## src/rtl/tasks_parameters.sv

```systemverilog
// Shared types and the per-task TV geometry table for task_sequencer.
// Task numbers run 1..32; index 0 of the hardware maps to task 1.
package tasks_parameters;

    typedef enum logic [2:0] {
        S_IDLE,
        S_SELECT,
        S_RUN,
        S_NEXT,
        S_FINISH
    } state_t;

    typedef struct packed {
        logic [15:0] tv_in_bytes;
        logic [15:0] tv_in_num_transactions;
        logic [15:0] tv_out_num_transactions;
    } task_params_t;

    localparam int MAX_TASKS = 32;

    localparam task_params_t P_IN8_OUT2 = '{16'd8, 16'd2, 16'd2};
    localparam task_params_t P_IN4_OUT4 = '{16'd4, 16'd1, 16'd4};
    localparam task_params_t P_IN0_OUT4 = '{16'd0, 16'd0, 16'd4};
    localparam task_params_t P_IN4_OUT1 = '{16'd4, 16'd1, 16'd1};

    localparam task_params_t tasks_params_array [1:MAX_TASKS] = '{
        1:       P_IN8_OUT2,
        3:       P_IN8_OUT2,
        4:       P_IN4_OUT4,
        5:       P_IN0_OUT4,
        default: P_IN4_OUT1
    };

    function automatic task_params_t params_of(input logic [4:0] idx);
        logic [5:0] num;
        num = {1'b0, idx} + 6'd1;
        return tasks_params_array[num];
    endfunction

endpackage

```

## src/rtl/task_select_pe.sv

```systemverilog
// Lowest-set-bit priority encoder; task_num is bit index + 1.
// found is low when no request bit is set.
module task_select_pe #(
    parameter int N = 16
) (
    input  logic [N-1:0] req,
    output logic [4:0]   task_num,
    output logic         found
);

    always_comb begin
        task_num = '0;
        found    = 1'b0;
        for (int i = N - 1; i >= 0; i--) begin
            if (req[i]) begin
                task_num = 5'(i + 1);
                found    = 1'b1;
            end
        end
    end

endmodule

```

## src/rtl/task_sequencer.sv

```systemverilog
// Runs every enabled task in ascending order: TV_IN requests,
// byte streaming into the task, answer writes to TV_OUT, watchdog.
module task_sequencer
    import tasks_parameters::*;
#(
    parameter int                NUM_TASKS     = 16,
    parameter int                DIN_W         = 8,
    parameter int                DOUT_W        = 32,
    parameter int                ADDR_W        = 32,
    parameter logic [ADDR_W-1:0] TV_IN_BASE    = 'hA000_0000,
    parameter logic [ADDR_W-1:0] TV_OUT_BASE   = 'hA000_0800,
    parameter logic [ADDR_W-1:0] TV_OUT_STRIDE = 'h100,
    parameter int                TIMEOUT       = 65536,
    parameter int                CNT_W         = 12
) (
    input  logic                        i_clk,
    input  logic                        i_rst_n,
    input  logic                        start,
    input  logic [NUM_TASKS-1:0]        task_mask,
    output logic                        busy,
    output logic                        done,
    output logic [4:0]                  cur_task,
    output logic [NUM_TASKS-1:0]        done_mask,
    output logic [NUM_TASKS-1:0]        timeout_mask,
    output logic [ADDR_W-1:0]           req_addr,
    output logic                        req_valid,
    input  logic                        req_ready,
    input  logic [DIN_W-1:0]            in_data,
    input  logic                        in_valid,
    output logic                        in_ready,
    output logic [DIN_W-1:0]            task_din,
    output logic [NUM_TASKS-1:0]        task_din_valid,
    output logic                        task_din_last,
    input  logic [NUM_TASKS-1:0]        task_din_req,
    input  logic [NUM_TASKS*DOUT_W-1:0] task_dout,
    input  logic [NUM_TASKS-1:0]        task_dout_valid,
    input  logic [NUM_TASKS-1:0]        task_dout_last,
    output logic [NUM_TASKS-1:0]        task_dout_ready,
    output logic [ADDR_W-1:0]           out_addr,
    output logic [DOUT_W-1:0]           out_data,
    output logic                        out_valid,
    input  logic                        out_ready
);

    state_t               state, state_nx;
    logic [NUM_TASKS-1:0] pending, sel;
    logic [4:0]           cur_idx, pe_num;
    logic                 pe_found;
    logic [CNT_W-1:0]     req_cnt, in_cnt, out_cnt;
    logic [31:0]          wdog;
    logic                 out_last;
    task_params_t         prm;
    logic [31:0]          n_req, n_in, n_out;
    logic                 run, req_fire, in_fire, dout_fire, wr_fire;
    logic                 din_req_cur, dout_valid_cur, dout_last_cur;
    logic                 dout_rdy, activity, complete, expire;
    logic [DOUT_W-1:0]    dout_cur;

    task_select_pe #(.N(NUM_TASKS)) u_pe (
        .req      (pending),
        .task_num (pe_num),
        .found    (pe_found)
    );

    function automatic logic [CNT_W-1:0] sat_inc(input logic [CNT_W-1:0] v);
        return (&v) ? v : v + CNT_W'(1);
    endfunction

    assign prm   = params_of(cur_idx);
    assign n_req = 32'(prm.tv_in_num_transactions);
    assign n_in  = 32'(prm.tv_in_bytes);
    assign n_out = 32'(prm.tv_out_num_transactions);
    assign sel   = NUM_TASKS'(1) << cur_idx;
    assign run   = (state == S_RUN);

    assign din_req_cur    = |(task_din_req & sel);
    assign dout_valid_cur = |(task_dout_valid & sel);
    assign dout_last_cur  = |(task_dout_last & sel);
    assign dout_cur       = DOUT_W'(task_dout >> (32'(cur_idx) * 32'(DOUT_W)));

    assign req_valid = run && (32'(req_cnt) < n_req);
    assign req_addr  = req_valid ? TV_IN_BASE + (ADDR_W'(req_cnt) << 2) : '0;
    assign in_ready  = run && (32'(in_cnt) < n_in) && din_req_cur;

    // Never pull a word beyond the task's quota or past a pending last word.
    assign dout_rdy = run
                    && (!out_valid || (out_ready && !out_last))
                    && (32'(out_cnt) + 32'(out_valid) < n_out);
    assign task_dout_ready = dout_rdy ? sel : '0;

    assign out_addr = TV_OUT_BASE
                    + ADDR_W'(cur_idx) * TV_OUT_STRIDE
                    + (ADDR_W'(out_cnt) << 2);

    assign req_fire  = req_valid && req_ready;
    assign in_fire   = in_valid && in_ready;
    assign dout_fire = dout_valid_cur && dout_rdy;
    assign wr_fire   = out_valid && out_ready;
    assign activity  = req_fire || in_fire || dout_fire || wr_fire;

    assign complete = run && ((32'(out_cnt) >= n_out)
                    || (wr_fire && (out_last || 32'(out_cnt) + 1 >= n_out)));
    assign expire   = run && !activity && (wdog >= 32'(TIMEOUT - 1));

    always_ff @(posedge i_clk or negedge i_rst_n) begin
        if (!i_rst_n) state <= S_IDLE;
        else          state <= state_nx;
    end

    always_comb begin
        state_nx = state;
        unique case (state)
            S_IDLE:   if (start) state_nx = S_SELECT;
            S_SELECT: state_nx = pe_found ? S_RUN : S_FINISH;
            S_RUN:    if (complete || expire) state_nx = S_NEXT;
            S_NEXT:   state_nx = S_SELECT;
            S_FINISH: state_nx = S_IDLE;
            default:  state_nx = S_IDLE;
        endcase
    end

    always_ff @(posedge i_clk or negedge i_rst_n) begin
        if (!i_rst_n) begin
            pending      <= '0;
            busy         <= 1'b0;
            done         <= 1'b0;
            cur_task     <= '0;
            cur_idx      <= '0;
            done_mask    <= '0;
            timeout_mask <= '0;
        end else begin
            unique case (state)
                S_IDLE: if (start) begin
                    pending      <= task_mask;
                    busy         <= 1'b1;
                    done         <= 1'b0;
                    done_mask    <= '0;
                    timeout_mask <= '0;
                end
                S_SELECT: if (pe_found) begin
                    cur_task <= pe_num;
                    cur_idx  <= pe_num - 5'd1;
                end
                S_RUN: begin
                    if (complete)    done_mask    <= done_mask | sel;
                    else if (expire) timeout_mask <= timeout_mask | sel;
                end
                S_NEXT: pending <= pending & ~sel;
                S_FINISH: begin
                    done     <= 1'b1;
                    busy     <= 1'b0;
                    cur_task <= '0;
                    cur_idx  <= '0;
                end
                default: ;
            endcase
        end
    end

    always_ff @(posedge i_clk or negedge i_rst_n) begin
        if (!i_rst_n) begin
            req_cnt        <= '0;
            in_cnt         <= '0;
            out_cnt        <= '0;
            wdog           <= '0;
            task_din       <= '0;
            task_din_valid <= '0;
            task_din_last  <= 1'b0;
            out_data       <= '0;
            out_valid      <= 1'b0;
            out_last       <= 1'b0;
        end else begin
            task_din_valid <= '0;
            task_din_last  <= 1'b0;
            if (state == S_SELECT) begin
                req_cnt   <= '0;
                in_cnt    <= '0;
                out_cnt   <= '0;
                wdog      <= '0;
                out_valid <= 1'b0;
                out_last  <= 1'b0;
            end
            if (req_fire) req_cnt <= sat_inc(req_cnt);
            if (in_fire) begin
                in_cnt         <= sat_inc(in_cnt);
                task_din       <= in_data;
                task_din_valid <= sel;
                task_din_last  <= (32'(in_cnt) + 1 == n_in);
            end
            if (run) begin
                if (activity)        wdog <= '0;
                else if (wdog != '1) wdog <= wdog + 32'd1;
            end
            if (wr_fire) begin
                out_cnt   <= sat_inc(out_cnt);
                out_valid <= 1'b0;
            end
            if (dout_fire) begin
                out_valid <= 1'b1;
                out_data  <= dout_cur;
                out_last  <= dout_last_cur;
            end
            // An abandoned task's unsent word is dropped with it.
            if (expire && !complete) out_valid <= 1'b0;
        end
    end

endmodule

```

## config.mk

```make
export PLATFORM = sky130hd
export DESIGN_NAME = task_sequencer
export DESIGN_NICKNAME = d
export VERILOG_FILES = /design/src/rtl/tasks_parameters.sv /design/src/rtl/task_select_pe.sv /design/src/rtl/task_sequencer.sv
export SDC_FILE = /design/constraint.sdc
export NUM_CORES = 1
export LEC_CHECK = 0
export CAP_MARGIN = 20
export CORE_AREA = 3 3 297 299
export CTS_CLUSTER_SIZE = 40
export DETAILED_ROUTE_END_ITERATION = 10
export DIE_AREA = 0 0 300 302
export GPL_TIMING_DRIVEN = 1
export MAX_ROUTING_LAYER = met4
export PLACE_DENSITY = 0.4
export SETUP_SLACK_MARGIN = 0.02
export SLEW_MARGIN = 20
export SYNTH_ARGS = -nofsm -noshare
export SYNTH_HDL_FRONTEND = slang
export SYNTH_SLANG_ARGS = --single-unit
```

## constraint.sdc

```tcl
create_clock -name i_clk -period 4.7 [get_ports i_clk]
set_input_delay 0.94 -clock i_clk [delete_from_list [all_inputs] [get_ports i_clk]]
set_output_delay 0.94 -clock i_clk [all_outputs]
set_load 0.005 [all_outputs]
```

* Yosys cells after proc, flatten, opt, wreduce, memory -nomap -nowiden
Memories as Yosys holds them, arrays and structs flattened. Index checks and enable logic that the tools add are counted.
Word-level totals: register bits after elaboration 190, ROM bits 3072, input bits 590, output and inout bits 179, word-level logic and storage cells 188, memories kept 1
Cells by class: add/subtract/negate cells 12, magnitude comparators 7, equal/unequal tests 15, shift-type cells 2, mux-type cells 74, bitwise logic cells 8, reduce and logical (&&, ||, !) cells 51
Memory list:
- (no name shown) | words 64, bits a word 48, rd ports 1, clocked after Yosys merged registers in 0, write ports 0, line tasks_parameters.sv:37 | return tasks_params_array[num];
Operators by type and width (count):
- $shr 512x10->32 | 1
- $mux 32 | 5
- $mux 16 | 7
- $mux 48 | 2
- $pmux 16 s2 | 3
- $mux 5 | 18
- $mux 12 | 7
- $and 16x16->16 | 4
- $reduce_or 16->1 | 3
- $add 12x1->12 const B | 3
- $reduce_and 12->1 | 3
- $add 32x1->32 const B | 1
- $add 32x13->32 const A | 1
- $add 32x14->32 | 1
- $add 32x14->32 const A | 1
- $ge 32x16->1 const B | 1
- $lt 12x16->1 | 2
- $ne 32x32->1 const B | 1
- $or 16x16->16 | 2
- $add 12x1->13 const B | 2
- $mux 1 | 24
- $pmux 5 s2 | 2
- $eq 13x16->1 | 1
- $ge 12x16->1 | 1
- 26 further kinds | 73

* Depth between registers and ports, before layout
Gate-level depths: netlist of the first run.
word-level depth 19, depth in mapped cells 16, depth with buffers taken out 12

* By module
From an unflattened synthesis of the first run, not the netlist that was laid out.
Second synthesis, totals: cells, all modules 1411, area, all modules 14485.1 um2
Modules (own cells, without submodules):
- task_sequencer | times used 1, cells an instance 1379, area each 14298.7 um2, seq. area each 4754.6 um2
- task_select_pe | times used 1, cells an instance 32, area each 186.4 um2, seq. area each 0.0 um2

* Worst setup path after synthesis of the first run
Ideal clock, no wire load.
kind reg-to-output, from register cur_idx[2], to output task_dout_ready[10], arrival time 3.819 ns, data required time 3.760 ns, slack -0.059 ns, stages on the path, launching flop included 14, path buffers 4, path through dfrtp_1 > buf_2 > inv_2 > clkbuf_1 > buf_1 > ha_1 > or3_1 > ha_1 > a221o_1 > nor4_4 > o211a_1 > nand2_1 > clkbuf_1 > nor2_1
On the way: word-level cells in the longest chain between the ends 8, elaborated cells between the ends (all ways) 9, those cells by class add/sub: 1; order compare: 1; shift: 1; mux: 3; bitwise: 1; reduce/logical: 1; memory: 1
Ends and longest elaborated chain:
- start: declaration | line task_sequencer.sv:47 | logic [4:0] cur_idx, pe_num;
- start signal: assignment | line task_sequencer.sv:142 | cur_idx <= pe_num - 5'd1;
- $add 5x1->6 | line tasks_parameters.sv:36 | num = {1'b0, idx} + 6'd1;
- $not 6->7 (not written as such) | line tasks_parameters.sv:37
- $mem_v2 64x48
- $mux 48 (not written as such) (2 in a row) | line tasks_parameters.sv:37
- $lt 13x16->1 | line task_sequencer.sv:88 | && (32'(out_cnt) + 32'(out_valid) < n_out);
- $logic_and 1x1->1 | line task_sequencer.sv:88
- $mux 16 * | line task_sequencer.sv:89 | assign task_dout_ready = dout_rdy ? sel : '0;
- end: declaration | line task_sequencer.sv:38 | output logic [NUM_TASKS-1:0] task_dout_ready,
Every way passes the cells marked *; elsewhere a longest branch is shown, timed or not. The select of a mux whose other input is x is not followed.

* Worst setup path in the final report of the first run
from register cur_idx[0], to output task_dout_ready[8]
The elaborated chain is that of the path after synthesis.

==> results of run 1 <==
-- synth_stat cells (all sizes together) (21+ instances only) --
cell type and n:
dfrtp 190, nand2 176, mux4 130, o21ai 129, nor2 102, buf 96, mux2i 77, clkbuf 66
nand3 50, ha 35, o22a 33, a21oi 28, and3 28, nor3 25, a31oi 23, nand4 21
-- cells by family after synthesis --
group | count (synthesis) | share of synthesized area (%)
adder cells (fa/ha/maj) | 36 | 3.127
multiplexers | 211 | 25.56
flip-flops | 190 | 32.46
buffers and inverters | 182 | 6.527
AO/OA/AOI/OAI | 314 | 14.69
AND/OR/NAND/NOR | 502 | 16.86
XOR/XNOR | 12 | 0.7176
other | 2 | 0.05128
-- metal layers --
metal	share of wire, %	vias to the layer above	GRT usage, %
li1	-	6808	-
met1	41	7644	23.34
met2	50	621	33.95
met3	7.7	77	6.668
met4	1.5	0	3.355
met5	0	-	-
-- worst max path at each step --
stage | cells past startpoint | startpoint | endpoint | slack (ps)
final | 14 | cur_idx[0]$_DFFE_PN0P_ | task_dout_ready[8] | 190
after global routing | 14 | cur_idx[0]$_DFFE_PN0P_ | task_dout_ready[6] | -10
after CTS | 14 | cur_idx[1]$_DFFE_PN0P_ | task_dout_ready[15] | -30
after detailed placement | 13 | cur_idx[0]$_DFFE_PN0P_ | task_dout_ready[0] | 160
after global placement | 13 | cur_idx[0]$_DFFE_PN0P_ | task_dout_ready[12] | 150
after floorplan | 13 | cur_idx[2]$_DFFE_PN0P_ | task_dout_ready[10] | 120
-- area by class of cell --
cell class              count  area (µm²)  area share [%]
diodes                     28       70.07          0.2945
clock buffers              18       429.2           1.804
clock inverters            14       171.4          0.7205
inverters                  20       77.57          0.3261
multi-input cells        1122        9248           38.87
flip-flops and latches    190        4762           20.02
well taps                1144        1431           6.017
repair buffers            771        7601           31.95
-- power by group through the flow --
stage | clock [µW] | combinational (µW) | sequential [µW]
floorplan | 0 | 4160 | 2200
global placement | 0 | 7260 | 2240
detailed placement | 0 | 7290 | 2250
CTS | 1670 | 7400 | 2230
global route | 1720 | 7930 | 2280
finish | 1600 | 7310 | 2230
-- critical path, delay by kind of cell (launching register included) --
family | cells | cell delay, ps
compound gates | 3 | 730
fa+ha+maj | 2 | 520
buf+inv | 3 | 420
flops | 1 | 510
mux | 1 | 180
simple gates | 5 | 720
-- repair_timing --
item | 4_1_cts | 5_1_grt
cloned | 0 | 0
pin swaps | 5 | 9
gates resized for setup | 65 | 18
buffers inserted | 3 | 2
setup endpoints to repair | 18 | 18
-- stage by stage --
step | area (µm²) | setup TNS [ps] | setup WS, ps
final | 23790 | 0 | 189.5
after global placement | 23020 | 0 | 150.9
after global routing | 23780 | -93.21 | -14.68
after CTS | 23650 | -32.99 | -32.99
after floorplan | 14820 | 0 | 116.8
after detailed placement | 23020 | 0 | 159.4
-- registers in the layout, indices dropped and copies added (netlist names), 3 cells and up --
register	flops
pending	16
timeout_mask	16
cur_task	5
out_data	32
done_mask	16
out_cnt	12
task_din	8
wdog	32
task_din_valid	16
in_cnt	12
req_cnt	12
state	3
cur_idx	5
==> flow_summary.ini, run 1 <==
[status]
status = finished, final reports clean

[placement]
port_buffers = 721
dpl.cell_count = 3242
gp_congestion = 0.9030
dp_hpwl_um = 75110

[clocking]
clock_latency_ps = 490
htreeDepth = 4
clock_sinks = 190
cts_root_buffer = clkbuf_16
ctsHoldBuffers = 0
clk_pin_slew_ps = 90
cts_tree = built
cts_buffers = 17
cts.path.max_buffers = 2

[yosys]
ys_seq_area_share_pct = 32.46
synth_top_area_share_pct = 32.46
syn_area_per_cell_um2 = 10.11
async_flop_share_pct = 100.0
synth-seq-cells = 190
synth-main-ff-cell = dfrtp_1
yosys_warnings = 0
yosys-top-cells-area = dfrtp_1 (32%), mux4_2 (20%), mux2i_1 (5.3%), nand2_1 (4.5%), o21ai_0 (4.1%)
synth_edf_count = 0
syn-instance-count = 1449
synthDistinctLibCells = 85
syn-cell-area_mm2 = 0.01465
yosysTopAreaCell = dfrtp_1

[pwr]
vdd_drop_max_mv = 0.3701
leakagePower_uw = 0.009392
pwr-share-clk_pct = 14.3
power_uw = 11150
switching_share_pct = 45.81
power_frac_seq_pct = 20.0
p_sw_uw = 5105
power.density_mw_per_mm2 = 468.5
internal_power_uw = 6040
p_comb_share_pct = 65.6

[floorplanning]
chipWidth_um = 300
die_h_um = 302
core_area_mm2 = 0.08541
start_util_pct = 17.15
pin_count = 769
row_count = 107
die-area_mm2 = 0.09060

[setup_path]
slowest_delay_ps = 510
cp-start-kind = flop
worst_path_max_delay_cell = dfrtp_4
cp-end-kind = output port
cp.arrival_ps = 3570
crit_top_cell = buf_12
r2r-start = cur_idx[0]$_DFFE_PN0P_
cp_max_fo = 10
reg2reg_to = wdog[21]$_DFF_PN0_
critPathKind = reg -> out
crit_chain = ha_4 > nor3b_4 > mux2_4 > nand3b_1 > ha_1 > a21o_1 > a221o_1 > nor4_4 > o211a_1 > nand2_2 > buf_12 > buf_12 > nor2_1 > buf_2
rr_worst_depth = 14
r2r_slack_ps = 740
crit_required_ps = 3760

[finish]
final_core_util_pct = 27.85
nets = 2748
stdcell_count = 3307
drive_above_1_share_pct = 13.35
nFillCells = 9094
final_common_cell = clkdlybuf4s50_1
layout_common_cells = clkdlybuf4s50_1 (704), dfrtp_1 (188), nand2_1 (173)
syn2layout_area_growth_pct = 62.44

[grt]
grtUsageTotal_pct = 20.01
grt_max_degree = 130
grt_overflow_total = 0
grt_pass1_wl_um = 124000
antenna_found_initial = 57
grt_pass1_vias = 15650

[timing]
holdWs_ps = 450.2
max_freq_mhz = 221.7
hold_violations = 0
setup_viol = 0
maxSlewHeadroom_pct = 18.91
final-max-slew-violation-count = 0
max_slew.worst_pin.slew_ps = 1216
clock-skew-final_ps = 16.06
finalCritPeriodShare_pct = 95.97
min_period_ps = 4510
rsz0062_at_grt = yes

[detailed_routing]
postRouteAntennaNets = 0
wl_per_cell_um = 27.45
viasPerCell = 4.581
drc_errors = 0
vias = 15150
wl_um = 90780
drt-initial-drc-count = 893
dr.pass1.iters = 5

[worst_hold_path]
hold_path_class = in -> async

[run]
cap_violations = 0
Note: power is estimated with default switching activity, not from simulation.
==> inputs of run 2 (changes only) <==
- SKIP_LAST_GASP: unset -> 1
==> run 2 against run 1 <==
Compared with the run above: fmax shrank 2.3%; critical path depth rose by 1; sequential power is essentially flat; combinational power increased by 1%; non-clock buffer count up 5; wire length grew 0.19%; clock-buffer cell count stayed put; clock power about the same; total power is 0.88% higher; die area did not move; critical endpoint is now task_dout_ready[9]; largest power group unchanged.
==> flow_summary.ini, run 2 (synthesis gave the netlist of run 1 again) <==
[detailed_routing]
postRouteAntennaNets = 0
drc_errors = 0
drt-initial-drc-count = 896
wl_um = 90950
vias = 15150
viasPerCell = 4.578
dr.pass1.iters = 5
wl_per_cell_um = 27.49

[clocking]
htreeDepth = 4
cts_buffers = 17
cts.path.max_buffers = 2
cts_root_buffer = clkbuf_16
clk_pin_slew_ps = 90
clock_sinks = 190
cts_tree = built
clock_latency_ps = 490

[grt]
grtUsageTotal_pct = 20.01
grt_pass1_wl_um = 124000
grt_max_degree = 130
grt_overflow_total = 0
antenna_found_initial = 57
grt_pass1_vias = 15650

[floorplanning]
die_h_um = 302
die-area_mm2 = 0.09060
pin_count = 769
row_count = 107
chipWidth_um = 300
start_util_pct = 17.15
core_area_mm2 = 0.08541

[finish]
stdcell_area_mm2 = 0.02386
stdcell_count = 3309
nFillCells = 9084
multiInputGateArea_mm2 = 0.009278
layout_common_cells = clkdlybuf4s50_1 (704), dfrtp_1 (188), nand2_1 (173)
syn2layout_area_growth_pct = 62.93
top_regs = out_data: 32 flops, wdog: 32 flops
nets = 2753
drive_above_1_share_pct = 13.93
seq_area_mm2 = 0.004762
final_common_cell = clkdlybuf4s50_1

[pwr]
leakagePower_uw = 0.009438
power_uw = 11240
power.density_mw_per_mm2 = 471.2
vdd_drop_max_mv = 0.3684

[timing]
hold_violations = 0
final-max-slew-violation-count = 0
holdWs_ps = 433.0
maxSlewHeadroom_pct = 18.86
min_period_ps = 4615
clock-skew-final_ps = 16.04
setup_viol = 0
max_slew.worst_pin.slew_ps = 1217
rsz0062_at_grt = yes
finalCritPeriodShare_pct = 98.20
max_freq_mhz = 216.7

[setup_path]
critPathKind = reg -> out
cp-start-kind = flop
cp_max_fo = 6
worst_path_max_delay_cell = dfrtp_4
crit_chain = ha_4 > nor3b_4 > mux2_4 > nand3b_1 > ha_1 > a21o_1 > a221o_1 > nor4_4 > o211a_1 > nand2_2 > buf_12 > buf_12 > buf_4 > nor2_4 > buf_2
cp.arrival_ps = 3680
cp-end-kind = output port
slowest_delay_ps = 510
r2r_slack_ps = 730
path_delay_family = compound AO/OA/AOI/OAI gates
crit_required_ps = 3760
crit_top_cell = buf_12
cp_num_buf_inv = 4

[placement]
gp_congestion = 0.9030
dp_hpwl_um = 75110
port_buffers = 721
dpl.cell_count = 3242
placed_area_mm2 = 0.02302

[run]
cap_violations = 0

[worst_hold_path]
hold_path_class = in -> async

[status]
status = finished, final reports clean
run 2: path summary, 6_finish.rpt:
| kind | from | to | depth (start not counted) |
|---|---|---|---|
| setup reg to reg | cur_idx[1]$_DFFE_PN0P_ | wdog[21]$_DFF_PN0_ | 14 |
| min in group i_clk | task_din[5]$_DFFE_PN0N_ | task_din[5]$_DFFE_PN0N_ | 2 |
| max in group asynchronous | i_rst_n | task_din_valid[13]$_DFF_PN0_ | 2 |
| hold / removal | i_rst_n | done_mask[12]$_DFFE_PN0P_ | 1 |
| hold reg to reg | task_din[5]$_DFFE_PN0N_ | task_din[5]$_DFFE_PN0N_ | 2 |
| setup / recovery | cur_idx[1]$_DFFE_PN0P_ | task_dout_ready[9] | 15 |
run 2: cell type report:
class	count	area share (%)
Antenna cell	25	0.2622
Clock buffer	18	1.799
Clock inverter	14	0.7184
Inverter	20	0.3251
Multi-Input combinational cell	1122	38.88
Sequential cell	190	19.96
Tap cell	1144	5.999
Timing Repair Buffer	776	32.06
run 2: timing repair:
item                                    4_1_cts  5_1_grt
cloned                                        0        1
hold endpoints to repair                      0        0
buffers inserted                              3        6
pin swaps                                     3        9
hold buffers                                  0        0
gates resized for setup                      28       68
endpoints found under the setup margin       18       18
run 2: power breakdown:
group          internal, µW  switching [µW]
sequential             1960             273
combinational          3380            4030
clock                   764             835
total                  6100            5140
run 2: worst register-to-register path: stages (launching register included):
cell	delay, ps
dfrtp_4	510
ha_4	200
nor3b_4	180
mux2_4	180
nand3b_1	100
ha_1	320
a21o_1	160
a221o_1	350
nor4_4	280
buf_4	150
buf_4	100
o2111ai_2	170
o211ai_4	580
nor2_1	230
a221o_1	340
run 2: routing by layer:
| layer | global-route usage [%] | wire, µm |
|---|---|---|
| met4 | 3.262 | 1094 |
| met2 | 33.98 | 45600 |
| met5 | - | 0 |
| met3 | 6.660 | 6925 |
| met1 | 23.35 | 37330 |
run 2: stage by stage:
stage	utilization, %	TNS, ps	setup slack [ps]
after floorplan	-	0	116.8
after global placement	26.95	0	150.9
after detailed placement	26.95	0	159.4
after CTS	27.73	-1123	-187.9
after global routing	27.93	-200.7	-100.6
final	27.94	0	84.82
